===== src/rtl/network_div_sdiv_27s_11ns_16_seq.sv =====
// Sequential signed/unsigned divider: 27-bit signed dividend by 11-bit unsigned divisor.
// Restoring division on the dividend magnitude, 16-bit saturated quotient, signed remainder.
module network_div_sdiv_27s_11ns_16_seq #(
  parameter logic [31:0] ID = 32'd1
) (
  input  logic        clk,
  input  logic        reset_n,
  input  logic        ce,
  input  logic        in_valid,
  output logic        in_ready,
  input  logic [26:0] dividend,
  input  logic [10:0] divisor,
  output logic        out_valid,
  input  logic        out_ready,
  output logic [15:0] quotient,
  output logic [11:0] remainder,
  output logic        ovf,
  output logic        dbz
);

  // state | meaning
  // IDLE  | waiting for operands, in_ready=1
  // CALC  | first cycle forms |dividend|, then 27 quotient bits MSB first
  // DONE  | result held until out_ready
  localparam logic [1:0] IDLE = 2'd0;
  localparam logic [1:0] CALC = 2'd1;
  localparam logic [1:0] DONE = 2'd2;

  localparam logic [4:0] CNT_LOAD = 5'd28;

  logic [1:0]  state;
  logic [4:0]  cnt;
  logic [26:0] work;
  logic [10:0] part;
  logic [10:0] div_r;
  logic        neg;

  logic [11:0] trial;
  logic [11:0] diff;
  logic        qbit;
  logic [10:0] part_nxt;
  logic [26:0] q_mag;
  logic [15:0] q_fin;
  logic [11:0] r_fin;
  logic        ovf_fin;
  logic        dz;

  assign in_ready  = (state == IDLE);
  assign out_valid = (state == DONE);

  always_comb begin
    trial    = {part, work[26]};
    diff     = trial - {1'b0, div_r};
    qbit     = (trial >= {1'b0, div_r});
    part_nxt = qbit ? diff[10:0] : trial[10:0];
    q_mag    = {work[25:0], qbit};
    dz       = (div_r == 11'd0);
    q_fin    = 16'd0;
    r_fin    = neg ? (12'd0 - {1'b0, part_nxt}) : {1'b0, part_nxt};
    ovf_fin  = 1'b0;
    if (dz) begin
      q_fin = neg ? 16'h8000 : 16'h7fff;
      r_fin = 12'd0;
    end else if (!neg) begin
      if (q_mag > 27'd32767) begin
        q_fin   = 16'h7fff;
        ovf_fin = 1'b1;
      end else begin
        q_fin = q_mag[15:0];
      end
    end else begin
      // -32768 is representable, so only magnitudes beyond 32768 saturate
      if (q_mag > 27'd32768) begin
        q_fin   = 16'h8000;
        ovf_fin = 1'b1;
      end else begin
        q_fin = 16'd0 - q_mag[15:0];
      end
    end
  end

  always_ff @(posedge clk or negedge reset_n) begin
    if (!reset_n) begin
      state     <= IDLE;
      cnt       <= 5'd0;
      work      <= 27'd0;
      part      <= 11'd0;
      div_r     <= 11'd0;
      neg       <= 1'b0;
      quotient  <= 16'd0;
      remainder <= 12'd0;
      ovf       <= 1'b0;
      dbz       <= 1'b0;
    end else if (ce) begin
      case (state)
        IDLE: begin
          if (in_valid) begin
            work  <= dividend;
            div_r <= divisor;
            neg   <= dividend[26];
            part  <= 11'd0;
            cnt   <= CNT_LOAD;
            state <= CALC;
          end
        end
        CALC: begin
          if (cnt == CNT_LOAD) begin
            // 27-bit unsigned negate keeps -2^26 exact
            work <= neg ? (27'd0 - work) : work;
          end else begin
            work <= q_mag;
            part <= part_nxt;
          end
          if (cnt == 5'd1) begin
            cnt       <= 5'd0;
            state     <= DONE;
            quotient  <= q_fin;
            remainder <= r_fin;
            ovf       <= ovf_fin;
            dbz       <= dz;
          end else begin
            cnt <= cnt - 5'd1;
          end
        end
        DONE: begin
          if (out_ready) begin
            state <= IDLE;
          end
        end
        default: begin
          state <= IDLE;
          cnt   <= 5'd0;
        end
      endcase
    end
  end

endmodule

===== config.mk =====
export PLATFORM = sky130hd
export DESIGN_NAME = network_div_sdiv_27s_11ns_16_seq
export DESIGN_NICKNAME = d
export VERILOG_FILES = /design/src/rtl/network_div_sdiv_27s_11ns_16_seq.sv
export SDC_FILE = /design/constraint.sdc
export NUM_CORES = 1
export LEC_CHECK = 0
export BUFFER_PORTS_ARGS = -buffer_cell sky130_fd_sc_hd__buf_2
export CORE_ASPECT_RATIO = 1.5
export CORE_MARGIN = 1.5
export CORE_UTILIZATION = 59
export CTS_CLUSTER_SIZE = 24
export DETAILED_ROUTE_END_ITERATION = 7
export GPL_TIMING_DRIVEN = 0
export PLACE_DENSITY = 0.92
export SLEW_MARGIN = 30
export SYNTH_ARGS = -nofsm -noshare
export SYNTH_HDL_FRONTEND = slang
export SYNTH_SLANG_ARGS = --single-unit

===== constraint.sdc =====
create_clock -name clk -period 4.65 [get_ports clk]
set_clock_uncertainty 0.1 [all_clocks]
set_input_delay 1.1625 -clock clk [delete_from_list [all_inputs] [get_ports clk]]
set_output_delay 1.1625 -clock clk [all_outputs]
set_load 0.02 [all_outputs]

==> impl_summary.log, run 1 <==
INFO  metric status = complete, no violations
INFO  metric fp.coreArea = 0.00969 mm²
INFO  metric mapped_cell_area = 0.00590 mm²
INFO  metric highest_layer = met4
INFO  metric yosys_warning_count = 0
INFO  metric setup_ws = 0.183 ns
INFO  metric cp-start-kind = register
INFO  metric die_width = 84.7 µm
INFO  metric first_global_vias = 6,267
INFO  metric ant_nets = 0
INFO  metric critical_path_arrival = 4.59 ns
INFO  metric ctsRootBufferMaster = clkbuf_16
INFO  metric cts_inserted_buffers = 9
INFO  metric postSynthRegisterBits = 87
INFO  metric die_h = 125 µm
INFO  metric grt-ovfl-total = 0
INFO  metric drc = 0
INFO  metric layout-drive-gt1-share = 14.3%
INFO  metric synth.avg_cell_area = 7.85 µm²
INFO  metric synth_edf_count = 0
INFO  metric postPlaceCellArea = 0.00644 mm²
INFO  metric setup_tns = 0 ns
INFO  metric cts-hold-fix-buffers = 0
INFO  metric postLayoutCellArea = 0.00685 mm²
INFO  metric design.portCount = 75
INFO  metric cts_htree_levels = 3
INFO  metric report.power.total = 5.73 mW
INFO  metric endpoint_of_the_most_critical_register_to_register_path = quotient[9]$_DFFE_PN0P_
INFO  metric utilization = 70.6%
INFO  metric timing.max_slew.rel_slack = 42.5%
INFO  metric syn2layout_area_growth = 16.0%
INFO  metric initial_core_util = 60.9%
INFO  metric grt.total_usage = 34.9%
INFO  metric fraction_of_the_yosys_area_taken_by_sequential_cells = 36.9%
INFO  metric slew_viol_final = 0
INFO  metric tritoncts = built
INFO  metric place.gp.congestion = 0.948
INFO  metric max_slew.worst_pin.slew = 0.855 ns
INFO  metric synth_cell_type_count = 65
INFO  metric met2_length = 9260 µm
INFO  metric clockBufferDepth = 2
INFO  metric wl_met3 = 1560 µm
INFO  metric cellLeakagePower = 2.95 nW
INFO  metric timing.reg2reg.setup_slack = 0.18 ns
INFO  metric timing_hold_violations_final = 0
INFO  metric dominantRegCellSynth = dfrtp_1
INFO  metric largest_net_degree_at_the_start_of_global_routing = 62
INFO  metric postSynthCellCount = 752
INFO  metric dr_total_vias = 6,461
INFO  metric worst_endpoint_required_time = 4.77 ns
INFO  metric buffer_ports.inserted = 73
INFO  metric timing.final.crit_share = 96.1%
INFO  metric dpl_worst_slack = -0.551 ns
INFO  metric first_pass_iteration_count_of_the_detailed_router = 8
INFO  metric grt_first_pass_wirelength = 29,700 µm
INFO  metric detail_route.vias_per_cell = 6.72
INFO  metric setup.worst_path.start = work[26]$_DFFE_PN0P_
INFO  metric critical_path_peak_fanout = 10
INFO  metric endpoint_kind = register
INFO  metric r2r_cells = 19
INFO  metric ws_path_type = register to register
INFO  metric count_of_routing_violations_after_the_opening_detailed_route_iteration = 882
INFO  metric antenna-diode-count = 0
INFO  metric clock_sink_count = 87
INFO  metric hpwl = 13,000 µm
INFO  metric worst_ir_drop_vdd = 696 µV
INFO  metric die_outline_area = 0.0106 mm²
INFO  metric post-route-min-period = 4.47 ns
INFO  metric clkSlewWorstSetupHoldPaths = 0.07 ns
INFO  metric crit_end = quotient[9]$_DFFE_PN0P_
INFO  metric maxClockFrequency = 224 MHz
INFO  metric drt-wirelength-per-cell = 19.2 µm
INFO  metric cap_viol_max_count = 0
INFO  metric reg2reg_from = work[26]$_DFFE_PN0P_
INFO  metric routed_wirelength = 18,400 µm
INFO  metric synthesis.nets = 815
INFO  metric floorplan_row_count = 44
INFO  metric finalSetupViolations = 0
INFO  metric hold_path_class = register to register
INFO  metric power_per_cell_area = 837 mW/mm²
INFO  metric async_flop_share = 100%
INFO  metric finalNetCount = 904
INFO  metric initial_antenna_violation_count = 0
INFO  metric clkLatencyLatePin = 0.35 ns
INFO  metric route.layer.met1.wl = 6430 µm
## timing repair
item,4_1_cts,5_1_grt
resized for setup,8,14
setup endpoints to repair,17,16
pin swaps,0,2
hold endpoints to repair,0,0
buffers inserted,0,4
## worst min path at each step
stage	from	end	slack, ns	cells past startpoint
2_1_floorplan	part[10]$_DFFE_PN0P_	part[10]$_DFFE_PN0P_	0.36	2
3_3_place_gp	quotient[0]$_DFFE_PN0P_	quotient[0]$_DFFE_PN0P_	0.36	2
3_5_place_dp	quotient[5]$_DFFE_PN0P_	quotient[5]$_DFFE_PN0P_	0.37	2
4_1_cts	quotient[5]$_DFFE_PN0P_	quotient[5]$_DFFE_PN0P_	0.38	2
5_1_grt	quotient[5]$_DFFE_PN0P_	quotient[5]$_DFFE_PN0P_	0.41	2
6_report	quotient[5]$_DFFE_PN0P_	quotient[5]$_DFFE_PN0P_	0.38	2
## registers in the layout, summed over array words and instances, names as in the netlist
register   cells
state          2
remainder     12
part          11
quotient      16
work          27
div_r         11
ovf            1
neg            1
dbz            1
cnt            5
## report_power, final
group / switching, mW / total, mW / internal, mW
clock: 0.328 / 0.800 / 0.472
sequential: 0.307 / 1.39 / 1.09
combinational: 2.24 / 3.53 / 1.29
total: 2.88 / 5.73 / 2.85
## worst max-delay path, cell delays in order, from the launching register on
cell and delay [ns]:
dfrtp_1 0.45, inv_1 0.10, ha_1 0.26, fa_1 0.40, nand2b_1 0.21, a21o_1 0.22
a211oi_2 0.27, or3_1 0.20, inv_1 0.09, clkbuf_4 0.19, ha_1 0.23, nor3b_4 0.17
nand4_1 0.16, o21ai_2 0.09, and3_1 0.19, clkbuf_2 0.18, nand2_1 0.16, o21ai_0 0.10
a2111oi_0 0.50, nor2_1 0.07
## synthesized netlist by cell type (all sizes together) (3+ instances only)
cell	count	share of area (%)
a2111oi	9	1.3
a211oi	8	1.0
a21o	6	0.76
a21oi	48	4.1
a221o	7	1.2
a221oi	3	0.55
a22o	4	0.59
a31oi	7	0.74
and3	6	0.64
buf	6	0.55
clkbuf	49	3.1
dfrtp	87	37
ha	19	4.0
inv	24	1.5
mux2i	7	1.2
nand2	99	6.3
nand2b	5	0.53
nand3	15	1.3
nand3b	3	0.38
nand4	10	1.1
nor2	76	4.8
nor2b	5	0.53
nor3	31	2.6
nor4	9	0.95
o2111ai	4	0.59
o211ai	7	0.89
o21ai	107	9.1
o311ai	9	1.3
o31ai	9	1.1
or2	5	0.53
or3	14	1.6
or4	4	0.51
or4b	3	0.64
xnor2	10	1.5
xor2	5	0.74
## stage by stage
step,std cells,hold WS (ns)
3_3_place_gp,940,0.360
2_1_floorplan,752,0.362
6_report,961,0.376
4_1_cts,957,0.379
3_5_place_dp,941,0.365
5_1_grt,961,0.410
## area by class of cell
class / count / area [µm²]
fillers: 765 / 2840
clock buffers: 9 / 225
repair buffers: 78 / 429
plain buffers: 55 / 234
inverters: 24 / 90.1
flip-flops and latches: 87 / 2180
clock inverters: 7 / 97.6
well taps: 115 / 144
multi-input cells: 586 / 3450
## cells in the final DEF, fill, tap and decap left out, types with 3 or more instances in the layout
cell / netlist / layout
nor2_1: 76 / 76
o31ai_1: 9 / 9
or2_2: 4 / 4
nand2b_1: 5 / 5
clkbuf_4: 0 / 4
dfrtp_1: 87 / 87
buf_2: 2 / 74
a2111oi_0: 9 / 9
a31oi_1: 7 / 7
a21oi_1: 48 / 47
buf_4: 0 / 4
o211ai_1: 7 / 7
clkbuf_16: 0 / 9
ha_1: 19 / 18
or3_1: 13 / 13
o21ai_0: 107 / 104
nand2_1: 99 / 98
a221o_1: 7 / 7
clkbuf_1: 48 / 45
o2111ai_1: 4 / 4
a21o_1: 6 / 6
xnor2_1: 10 / 10
mux2i_1: 7 / 7
a211oi_1: 8 / 7
inv_1: 24 / 24
nor3_1: 31 / 31
nand4_1: 10 / 10
and3_1: 6 / 6
nand3b_1: 3 / 3
a22o_1: 4 / 4
o311ai_0: 9 / 9
or4_1: 4 / 4
nor2b_1: 5 / 5
xor2_1: 5 / 5
nand3_1: 15 / 15
nor4_1: 9 / 9
## cell families after synthesis
| kind of cell | Yosys count | share of synthesized area, % |
|---|---|---|
| flops | 87 | 36.9 |
| fa+ha+maj | 20 | 4.37 |
| mux | 9 | 1.57 |
| xor+xnor | 15 | 2.23 |
| buf+inv | 79 | 5.22 |
| simple gates | 294 | 23.6 |
| compound gates | 248 | 26.1 |
## routing by layer
| layer | GRT usage [%] | vias to the layer above |
|---|---|---|
| met2 | 59.7 | 467 |
| met1 | 38.5 | 2955 |
| met4 | 24.9 | 0 |
| met3 | 5.87 | 119 |
| li1 | - | 2920 |
| met5 | 0 | - |
No activity file was read; power rests on OpenSTA's default activity.
==> run 2, diff against run 1 <==
--- a/config.mk
+++ b/config.mk
@@ -6,13 +6,15 @@
 export NUM_CORES = 1
 export LEC_CHECK = 0
 export BUFFER_PORTS_ARGS = -buffer_cell sky130_fd_sc_hd__buf_2
+export CELL_PAD_IN_SITES_DETAIL_PLACEMENT = 1
+export CELL_PAD_IN_SITES_GLOBAL_PLACEMENT = 1
 export CORE_ASPECT_RATIO = 1.5
 export CORE_MARGIN = 1.5
-export CORE_UTILIZATION = 59
+export CORE_UTILIZATION = 44
 export CTS_CLUSTER_SIZE = 24
 export DETAILED_ROUTE_END_ITERATION = 7
 export GPL_TIMING_DRIVEN = 0
-export PLACE_DENSITY = 0.92
+export PLACE_DENSITY = 0.93
 export SLEW_MARGIN = 30
 export SYNTH_ARGS = -nofsm -noshare
 export SYNTH_HDL_FRONTEND = slang
==> run 2 against run 1 <==
Effect of this change:
- cell area up 0.80%
- die area up 33%
- sequential share of layout area down 0.25 points
- worst hold slack better by 0.0059 ns
- via count up 2.8%
- critical path depth down 2
- clock power about the same
- critical endpoint is now quotient[14]$_DFFE_PN0P_
==> impl_summary.log, run 2 (synthesis results as in run 1) <==
INFO  metric clkLatencyLatePin = 0.35 ns (about the same)
INFO  metric hold_path_class = register to register (unchanged)
INFO  metric grt-ovfl-total = 0 (unchanged)
INFO  metric final_common_cell = o21ai_0 (unchanged)
INFO  metric maxClockFrequency = 224 MHz (about the same)
INFO  metric layout_common_cells = o21ai_0 (103), nand2_1 (98), dfrtp_1 (87), nor2_1 (76), buf_2 (74) (was o21ai_0 (104), nand2_1 (98), dfrtp_1 (87), nor2_1 (76), buf_2 (74))
INFO  metric drc = 0 (unchanged)
INFO  metric fp.coreArea = 0.0130 mm² (was 0.00969 mm²)
INFO  metric timing.max_slew.rel_slack = 37.5% (was 42.5%)
INFO  metric place.gp.congestion = 0.892 (was 0.948)
INFO  metric die_outline_area = 0.0141 mm² (was 0.0106 mm²)
INFO  metric postLayoutCellArea = 0.00690 mm² (was 0.00685 mm²)
INFO  metric floorplan_row_count = 51 (was 44)
INFO  metric layout-drive-gt1-share = 14.3% (about the same)
INFO  metric count_of_routing_violations_after_the_opening_detailed_route_iteration = 336 (was 882)
INFO  metric cellLeakagePower = 2.95 nW (about the same)
INFO  metric worst_endpoint_required_time = 4.83 ns (was 4.77 ns)
INFO  metric number_of_non_filler_instances_in_the_completed_layout = 1,003 (was 961)
INFO  metric initial_core_util = 45.3% (was 60.9%)
INFO  metric status = complete, no violations (unchanged)
INFO  metric detail_route.vias_per_cell = 6.62 (was 6.72)
INFO  metric first_global_vias = 6,869 (was 6,267)
INFO  metric finalSetupViolations = 0 (unchanged)
INFO  metric setup_tns = 0 ns (unchanged)
INFO  metric post-route-min-period = 4.47 ns (about the same)
INFO  metric top_regs = work: 27 flops, quotient: 16 flops, remainder: 12 flops (unchanged)
INFO  metric buffer_ports.inserted = 73 (unchanged)
INFO  metric dr_total_vias = 6,643 (was 6,461)
INFO  metric grt_first_pass_wirelength = 35,800 µm (was 29,700 µm)
INFO  metric largest_net_degree_at_the_start_of_global_routing = 65 (was 62)
INFO  metric slew_viol_final = 0 (unchanged)
INFO  metric routed_wirelength = 22,600 µm (was 18,400 µm)
INFO  metric die_width = 97.6 µm (was 84.7 µm)
INFO  metric cts_htree_levels = 3 (unchanged)
INFO  metric design.portCount = 75 (unchanged)
INFO  metric endpoint_kind = register (unchanged)
INFO  metric timing.final.crit_share = 96.2% (was 96.1%)
INFO  metric hpwl = 15,900 µm (was 13,000 µm)
INFO  metric worst_ir_drop_vdd = 405 µV (was 696 µV)
INFO  metric tritoncts = built (unchanged)
INFO  metric cap_viol_max_count = 0 (unchanged)
INFO  metric power_per_cell_area = 855 mW/mm² (was 837 mW/mm²)
INFO  metric syn2layout_area_growth = 16.9% (was 16.0%)
INFO  metric die_h = 145 µm (was 125 µm)
INFO  metric drt-wirelength-per-cell = 22.6 µm (was 19.2 µm)
INFO  metric clockBufferDepth = 2 (unchanged)
INFO  metric critical_path_arrival = 4.65 ns (was 4.59 ns)
INFO  metric report.power.total = 5.90 mW (was 5.73 mW)
INFO  metric largest_reg_flops = 27 (unchanged)
INFO  metric grt.total_usage = 32.0% (was 34.9%)
INFO  metric critical_path_peak_fanout = 10 (unchanged)
INFO  metric first_pass_iteration_count_of_the_detailed_router = 7 (was 8)
INFO  metric cts_inserted_buffers = 9 (unchanged)
INFO  metric clock_sink_count = 87 (unchanged)
INFO  metric clkSlewWorstSetupHoldPaths = 0.07 ns (about the same)
INFO  metric max_slew.worst_pin.slew = 0.929 ns (was 0.855 ns)
INFO  metric ctsRootBufferMaster = clkbuf_16 (unchanged)
INFO  metric regMostFlops = work (unchanged)
INFO  metric ant_nets = 0 (unchanged)
INFO  metric initial_antenna_violation_count = 0 (unchanged)
INFO  metric cp-start-kind = register (unchanged)
INFO  metric dp.cells = 985 (was 941)
INFO  metric finalNetCount = 903 (was 904)
INFO  metric cts-hold-fix-buffers = 0 (unchanged)
INFO  metric utilization = 53.0% (was 70.6%)
INFO  metric postPlaceCellArea = 0.00650 mm² (was 0.00644 mm²)
INFO  metric antenna-diode-count = 0 (unchanged)
INFO  metric timing_hold_violations_final = 0 (unchanged)
INFO  metric ws_path_type = register to register (unchanged)
-- run 2: worst max-delay path, stage by stage (launching register included) --
cell,delay (ns)
dfrtp_1,0.44
ha_1,0.31
clkbuf_1,0.21
a21oi_1,0.18
o21ai_1,0.14
nor2b_1,0.18
or3_1,0.44
inv_1,0.12
clkbuf_4,0.22
ha_2,0.24
nor3b_4,0.27
nand4_1,0.23
o21ai_2,0.29
nand3_1,0.24
nor2_1,0.34
a21o_1,0.18
a21oi_1,0.10
a21oi_1,0.16
-- run 2: path summary, 6_finish.rpt --
| kind | slack, ns | startpoint | cells after the start | to |
|---|---|---|---|---|
| worst max-delay path | 0.18 | part[4]$_DFFE_PN0P_ | 17 | quotient[14]$_DFFE_PN0P_ |
| worst min-delay path | 0.38 | remainder[8]$_DFFE_PN0P_ | 2 | remainder[8]$_DFFE_PN0P_ |
| worst max register to register | 0.18 | part[4]$_DFFE_PN0P_ | 17 | quotient[14]$_DFFE_PN0P_ |
| worst min register to register | 0.38 | remainder[8]$_DFFE_PN0P_ | 2 | remainder[8]$_DFFE_PN0P_ |
| max in group asynchronous | 3.26 | reset_n | 2 | dbz$_DFFE_PN0P_ |
| min in group asynchronous | 0.56 | reset_n | 1 | work[24]$_DFFE_PN0P_ |
-- run 2: final cells by class --
class / count / area, µm²
Tap cell: 159 / 199
Sequential cell: 87 / 2180
Timing Repair Buffer: 78 / 429
Inverter: 24 / 90.1
Buffer: 54 / 229
Multi-Input combinational cell: 586 / 3460
Fill cell: 1693 / 6120
Clock buffer: 11 / 243
Clock inverter: 4 / 70.1
-- run 2: power breakdown --
part / internal [mW] / switching (mW) / total [mW]
logic: 1.30 / 2.40 / 3.70
clock network: 0.482 / 0.318 / 0.800
registers: 1.09 / 0.315 / 1.40
total: 2.87 / 3.03 / 5.90
-- run 2: routing by layer --
metal / GRT usage, % / vias to the layer above / wire length, µm
met5: 0 / - / 0
met4: 23.6 / 0 / 1470
met3: 4.56 / 110 / 1350
met2: 57.4 / 354 / 11700
met1: 34.3 / 3266 / 8130
li1: - / 2913 / -
-- run 2: metrics by stage --
step	setup slack, ns	hold WS (ns)
floorplan	0.378	0.362
detailed placement	-0.743	0.357
CTS	0.000106	0.390
global placement	-0.609	0.354
finish	0.178	0.381
global route	-0.0369	0.417
-- run 2: timing repair --
item	in CTS	in global routing
endpoints found under the setup margin	20	17
pin swaps	0	2
resized for setup	10	16
setup buffers	0	4
